### src/rtl/reg_pkg.sv
// Shared register-address types and defaults for the pending-write scoreboard.
package reg_pkg;
  localparam int REG_AW       = 5;
  localparam int NREG_DEFAULT = 32;
  typedef logic [REG_AW-1:0] reg_addr_t;
endpackage

### src/rtl/reg_sb_cnt.sv
// One per-register in-flight write counter; clear wins over inc/dec, dec at zero is reported not applied.
module reg_sb_cnt #(
  parameter int CNT_W = 2
) (
  input  logic             clk,
  input  logic             rst,
  input  logic             clr_i,
  input  logic             inc_i,
  input  logic             dec_i,
  output logic [CNT_W-1:0] cnt_o,
  output logic             nz_o,
  output logic             full_o,
  output logic             under_o
);
  logic [CNT_W-1:0] cnt_q, cnt_d;
  logic             dec_eff;

  assign nz_o    = (cnt_q != '0);
  assign full_o  = &cnt_q;
  assign under_o = dec_i & ~nz_o;
  assign dec_eff = dec_i & nz_o;
  assign cnt_o   = cnt_q;

  always_comb begin
    cnt_d = cnt_q;
    if (clr_i)
      cnt_d = '0;
    else if (inc_i && !dec_eff && !full_o)
      cnt_d = cnt_q + 1'b1;
    else if (dec_eff && !inc_i)
      cnt_d = cnt_q - 1'b1;
  end

  always_ff @(posedge clk or posedge rst) begin
    if (rst) cnt_q <= '0;
    else     cnt_q <= cnt_d;
  end
endmodule

### src/rtl/reg_scoreboard.sv
// Pending-write scoreboard: stalls issue on RAW hazards against in-flight writes,
// with a same-cycle writeback bypass for the last outstanding write of a source.
module reg_scoreboard
  import reg_pkg::*;
#(
  parameter int NREG  = NREG_DEFAULT,
  parameter int CNT_W = 2
) (
  input  logic            clk,
  input  logic            rst,
  input  logic            issue_valid_i,
  input  reg_addr_t       issue_rs1_i,
  input  reg_addr_t       issue_rs2_i,
  input  logic            issue_uses_rs2_i,
  input  reg_addr_t       issue_rd_i,
  input  logic            issue_rd_we_i,
  output logic            issue_ready_o,
  output logic            stall_o,
  input  logic            wb_valid_i,
  input  reg_addr_t       wb_rd_i,
  input  logic            flush_i,
  output logic [NREG-1:0] busy_o,
  output logic            err_o
);
  localparam logic [CNT_W-1:0] CNT_ONE = 1;

  logic [CNT_W-1:0] cnt_w [NREG];
  logic [NREG-1:0]  nz_w, full_w, under_w, inc_w, dec_w;
  logic             pend_rs1, pend_rs2, hazard, sat, accept;
  logic             err_q, err_d;

  // x0 has no counter and always reads as idle
  assign cnt_w[0]   = '0;
  assign nz_w[0]    = 1'b0;
  assign full_w[0]  = 1'b0;
  assign under_w[0] = 1'b0;

  for (genvar r = 1; r < NREG; r++) begin : g_cnt
    reg_sb_cnt #(.CNT_W(CNT_W)) u_cnt (
      .clk     (clk),
      .rst     (rst),
      .clr_i   (flush_i),
      .inc_i   (inc_w[r]),
      .dec_i   (dec_w[r]),
      .cnt_o   (cnt_w[r]),
      .nz_o    (nz_w[r]),
      .full_o  (full_w[r]),
      .under_o (under_w[r])
    );
  end

  // Write-through register file lets a source whose last pending write retires this cycle proceed
  assign pend_rs1 = nz_w[issue_rs1_i] &
                    ~(wb_valid_i && (wb_rd_i == issue_rs1_i) && (cnt_w[issue_rs1_i] == CNT_ONE));
  assign pend_rs2 = nz_w[issue_rs2_i] &
                    ~(wb_valid_i && (wb_rd_i == issue_rs2_i) && (cnt_w[issue_rs2_i] == CNT_ONE));
  assign hazard   = pend_rs1 | (issue_uses_rs2_i & pend_rs2);
  assign sat      = issue_rd_we_i & (issue_rd_i != '0) & full_w[issue_rd_i] & ~dec_w[issue_rd_i];

  assign issue_ready_o = ~hazard & ~sat & ~flush_i;
  assign stall_o       = issue_valid_i & ~issue_ready_o;
  assign accept        = issue_valid_i & issue_ready_o & issue_rd_we_i & (issue_rd_i != '0);

  always_comb begin
    inc_w = '0;
    dec_w = '0;
    for (int r = 1; r < NREG; r++) begin
      inc_w[r] = accept && (issue_rd_i == reg_addr_t'(r));
      dec_w[r] = wb_valid_i && (wb_rd_i == reg_addr_t'(r));
    end
  end

  assign err_d = err_q | (|under_w);

  always_ff @(posedge clk or posedge rst) begin
    if (rst) err_q <= 1'b0;
    else     err_q <= err_d;
  end

  assign busy_o = nz_w;
  assign err_o  = err_q;
endmodule

### config.mk
export PLATFORM = sky130hd
export DESIGN_NAME = reg_scoreboard
export DESIGN_NICKNAME = d
export VERILOG_FILES = /design/src/rtl/reg_pkg.sv /design/src/rtl/reg_sb_cnt.sv /design/src/rtl/reg_scoreboard.sv
export SDC_FILE = /design/constraint.sdc
export NUM_CORES = 1
export LEC_CHECK = 0
export ABC_AREA = 1
export BUFFER_PORTS_ARGS = -buffer_cell sky130_fd_sc_hd__buf_2
export CORE_UTILIZATION = 57
export CTS_CLUSTER_SIZE = 40
export DETAILED_ROUTE_END_ITERATION = 12
export PLACE_DENSITY = 0.85
export SLEW_MARGIN = 20
export SYNTH_ARGS = -nofsm -noshare
export SYNTH_HDL_FRONTEND = slang
export SYNTH_SLANG_ARGS = --single-unit
### constraint.sdc
create_clock -name clk -period 2.3 [get_ports clk]
set_input_delay 0.345 -clock clk [delete_from_list [all_inputs] [get_ports clk]]
set_output_delay 0.345 -clock clk [all_outputs]
set_load 0.05 [all_outputs]
==> key figures, run 1 <==
Placement
  • Pre-CTS setup slack: -434 ps
  • Port bufs: 60
  • Post-DP HPWL: 23.9 mm
  • GPL Wtd Cong: 1.14

Logic synthesis
  • Leading post-synthesis cells by cell area: nand2_1 22%, dfrtp_1 20%, nand3_1 14%
  • Area share of the largest cell type after synthesis: 21.6%
  • Number of flops mapped to enable cells by yosys: 0
  • Post-Syn Area: 8080 µm²
  • Synth Flop Type: dfrtp_1
  • Fraction of registers with async set/reset: 100%
  • Post-Synthesis Cells: 1,485
  • Dominant cell type by area after synthesis: nand2_1
  • Yosys warns: 0
  • Synth unique cells: 32
  • Syn Nets: 1,512
  • Register area share after synthesis: 19.5%
  • Avg Inst Size Synth: 5.44 µm²
  • Seq cells post-synth: 63

STA
  • Worst_ep kind: register input
  • Worst setup endpoint GRT: g_cnt[10].u_cnt.cnt_o[1]$_DFFE_PP0P_/D

Die
  • FP Rows: 43
  • Starting Density: 58.2%
  • Die Span Y: 121 µm
  • Die width: 121 µm
  • Top-level I/O count: 62

Outcome
  • Outcome: stopped before the end
  • Last stage: global routing
  • First Err: [ERROR GRT-0232] Routing congestion too high. Check the congestion heatmap in the GUI.

CTS
  • Bufs on Longest Clock Path: 2
  • # clock sinks: 63
  • Total CTS buffers: 9
  • H-tree depth: 3
  • Clock Tree Root: clkbuf_16

GRT
  • GR Overflow Total: 11
  • GR Util All Layers: 73.2%
  • Largest net degree at the start of global routing: 126
==> cells by family after synthesis <==
family | Yosys count | synth area share [%]
other | 1 | 0.0464
DFF | 63 | 19.5
xor gates and xnor gates | 4 | 0.433
and+or+nand+nor | 1029 | 56.7
AOI/OAI and AO/OA | 105 | 7.29
buffers and inverters | 283 | 16.0
==> what timing repair did <==
| action | 4_1_cts |
|---|---|
| buffers inserted | 12 |
| cloned | 10 |
| hold buffers | 0 |
| pin swaps | 47 |
| setup endpoints to repair | 64 |
| gates resized for setup | 115 |
==> metal layers <==
metal	overflow	global-route usage [%]
met3	0	61.1
met1	0	74.6
met5	0	36.4
met2	5	86.0
met4	6	69.3
==> cell usage after synthesis, drive strengths merged, types with 2 or more instances <==
cell type  count
a21oi         42
nor4           3
nor2         210
o21ai         47
o2111ai        2
buf           82
nand3        221
o22ai         12
nand4        118
nand3b         3
dfrtp         63
inv          181
clkbuf        18
nand2        467
nor3           7
clkinv         2
xnor2          4
==> metrics by stage <==
stage          std cells  TNS [ps]  area [µm²]  util, %  hold WS [ps]
4_1_cts             1916    -11880       11200     80.5          66.0
3_5_place_dp        1879    -24130       10100     73.0           438
3_3_place_gp        1879    -19540       10100     73.0           433
2_1_floorplan       1485         0        8100        -           510
==> run 2: changes to the inputs <==
CORE_UTILIZATION = 40   (was 57)
CTS_CLUSTER_SIZE = unset   (was 40)
PLACE_DENSITY = unset   (was 0.85)
PLACE_DENSITY_LB_ADDON = 0.15   (was unset)
clock period = 3 ns   (was 2.3 ns; I/O delays follow)
==> run 2 against run 1 <==
  * Synthesized cell count unchanged
  * Synthesized area unchanged
  * The run now ends clean
==> key figures, run 2 <==
STA
  • Setup TNS: 0 ps
  • Post-layout minimum cycle time: 2880 ps
  • Final period util: 95.9%
  • Slew headroom: 53.3%
  • Skew final: 10.5 ps
  • Max frequency: 348 MHz
  • Final hold vios: 0
  • RSZ-0062 raised after global routing: no
  • Max Slew Vio Count: 0
  • # setup viols final: 0
  • WHS: 183 ps
  • Slew @ Worst Pin: 695 ps

Drt
  • Avg WL per Cell: 17.5 µm
  • Vias: 10,100
  • Drt pass-1 iters: 8
  • Vias/cell: 5.55
  • ANT nets after route: 0
  • Final wirelength: 31.8 mm
  • Initial drt markers: 1,028
  • Residual DRC: 0

Logic synthesis
  • Area share of the largest cell type after synthesis: 21.6% (unchanged)
  • Leading post-synthesis cells by cell area: nand2_1 22%, dfrtp_1 20%, nand3_1 14%
  • Synth Flop Type: dfrtp_1
  • Number of flops mapped to enable cells by yosys: 0 (unchanged)
  • Most frequent cell after synthesis: nand2_1
  • Post-Synthesis Cells: 1,485 (unchanged)
  • Post-Syn Area: 8080 µm² (unchanged)
  • Fraction of registers with async set/reset: 100% (unchanged)
  • Yosys warns: 0 (unchanged)
  • Avg Inst Size Synth: 5.44 µm² (unchanged)
  • Seq cells post-synth: 63 (unchanged)
  • Synth unique cells: 32 (unchanged)
  • Dominant cell type by area after synthesis: nand2_1
  • Synth cell count leaders: 466 x nand2_1, 221 x nand3_1, 198 x nor2_1, 172 x inv_1, 108 x nand4_1
  • Register area share after synthesis: 19.5% (unchanged)
  • Syn Nets: 1,512 (unchanged)

GRT
  • Number of antenna violations at the first check in global routing: 0
  • Largest net degree at the start of global routing: 61
  • GR Util All Layers: 31.7%
  • Vias in the first global route: 9,294
  • First-pass GRT wire length: 49.8 mm
  • GR Overflow Total: 0

Pwr
  • Pwr/cell area: 399 nW/µm²
  • P_leak: 4.76 nW
  • Worst VDD drop: 0.000263 V
  • Tot Pwr: 3.72 mW

Placement
  • Area after DPL: 8930 µm² (-12%)
  • GPL Wtd Cong: 0.977 (-14%)
  • Port bufs: 60 (unchanged)
  • Post-DP HPWL: 24.8 mm (+3.9%)

Final layout
  • N_diodes: 0
  • FILL cells: 2,218
  • Syn-to-layout area delta: 15.4%
  • Final Util: 47.5%
  • Final #Nets: 1,580
  • Share of cells above drive strength 1: 14.8%
  • Max reg flops: 62
  • Commonest non-fill, non-tap cell in the layout: nand2_1
  • Commonest non-fill, non-tap cells in the layout: 464 x nand2_1, 221 x nand3_1, 182 x nor2_1
  • Fin area: 9330 µm²

Critical path
  • CP startpoint kind: primary input
  • Crit path kind: in -> out
  • Worst Setup End Kind: output port
  • CP Data Required Time: 2550 ps
  • Critical Path AT: 2430 ps
  • Crit-path max FO: 7

CTS
  • Clock slew at reported path FFs: 60 ps
  • # clock sinks: 63 (unchanged)
  • CTS tree: yes
  • Bufs on Longest Clock Path: 2 (unchanged)
  • Total CTS buffers: 9 (unchanged)
  • H-tree depth: 3 (unchanged)
  • Clock Latency Late Sink: 350 ps
  • Clock Tree Root: clkbuf_16
  • Hold_buf cts: 0 (unchanged)

Worst hold path
  • Min-delay worst type: in -> async

Die
  • Starting Density: 41.1% (-17 points)
  • FP Rows: 51 (+19%)
  • Die Span Y: 144 µm (+19%)
  • Die footprint: 20,800 µm²
  • Top-level I/O count: 62 (unchanged)
  • Core area: 19,700 µm²
  • Die width: 144 µm (+19%)

Outcome
  • Outcome: finished clean

Run
  • Max-cap violations: 0
## run 2: kinds of logic (layout without fill, tap and decap cells)
kind of cell,count (synthesis),after routing,share of synthesized area (%)
buf+inv,283,355,16.0
other cells,1,1,0.0464
compound gates,105,105,7.29
simple gates,1029,1029,56.7
xor+xnor,4,4,0.433
flops,63,63,19.5
## run 2: worst paths after layout
| check | start | end | slack, ps | cells past startpoint |
|---|---|---|---|---|
| min | rst | g_cnt[25].u_cnt.cnt_o[1]$_DFFE_PP0P_ | 180 | 2 |
| max in group asynchronous | rst | g_cnt[6].u_cnt.cnt_o[0]$_DFFE_PP0P_ | 2180 | 3 |
| min reg2reg | err_o$_DFF_PP0_ | err_o$_DFF_PP0_ | 550 | 2 |
| max | issue_rs1_i[0] | stall_o | 120 | 17 |
| min in group clk | err_o$_DFF_PP0_ | err_o$_DFF_PP0_ | 550 | 2 |
| max reg2reg | g_cnt[1].u_cnt.cnt_o[1]$_DFFE_PP0P_ | g_cnt[28].u_cnt.cnt_o[0]$_DFFE_PP0P_ | 270 | 19 |
## run 2: through the flow
step	setup slack, ps	instances
6_report	124	1822
5_1_grt	10.0	1822
4_1_cts	10.8	1817
3_5_place_dp	39.5	1802
3_3_place_gp	8.54	1802
2_1_floorplan	431	1485
## run 2: worst max-delay path: stages
cell	delay [ps]
buf_2	140
clkinvlp_4	170
buf_4	180
buf_4	170
o21ai_0	80
nand3_1	110
nand2_1	100
nand2_1	50
nand3_1	110
nand2_1	60
nor2_1	90
nor2_1	60
nor2_1	120
nand2_2	120
o21ai_2	200
inv_1	70
buf_6	150
## run 2: per-layer routing
layer / vias up / GRT usage (%) / routed length (µm)
met4: 0 / 13.2 / 1130
met5: - / 0 / 0
li1: 4959 / - / -
met2: 483 / 51.1 / 14200
met1: 4588 / 41.7 / 13900
met3: 78 / 5.30 / 2560
## run 2: timing repair
item,4_1_cts,5_1_grt
gates cloned,0,0
pin swaps,0,5
setup endpoints to repair,1,2
gates resized for setup,1,24
buffers inserted,0,5
## run 2: power by group
group | internal (mW) | total (mW) | switching (mW) | leakage (nW)
combinational | 0.448 | 1.53 | 1.08 | 3.80
clock | 0.684 | 1.13 | 0.443 | 0.145
sequential | 0.938 | 1.07 | 0.132 | 0.815
## run 2: cell type report
class	instances	area, µm²	area share (%)
Tap cell	265	332	3.55
Sequential cell	63	1580	16.9
Timing Repair Buffer	157	1160	12.5
Clock buffer	12	256	2.75
Multi-Input combinational cell	1139	5270	56.5
Clock inverter	3	42.5	0.456
Inverter	183	692	7.42
Power figures use the tool's default switching activity.
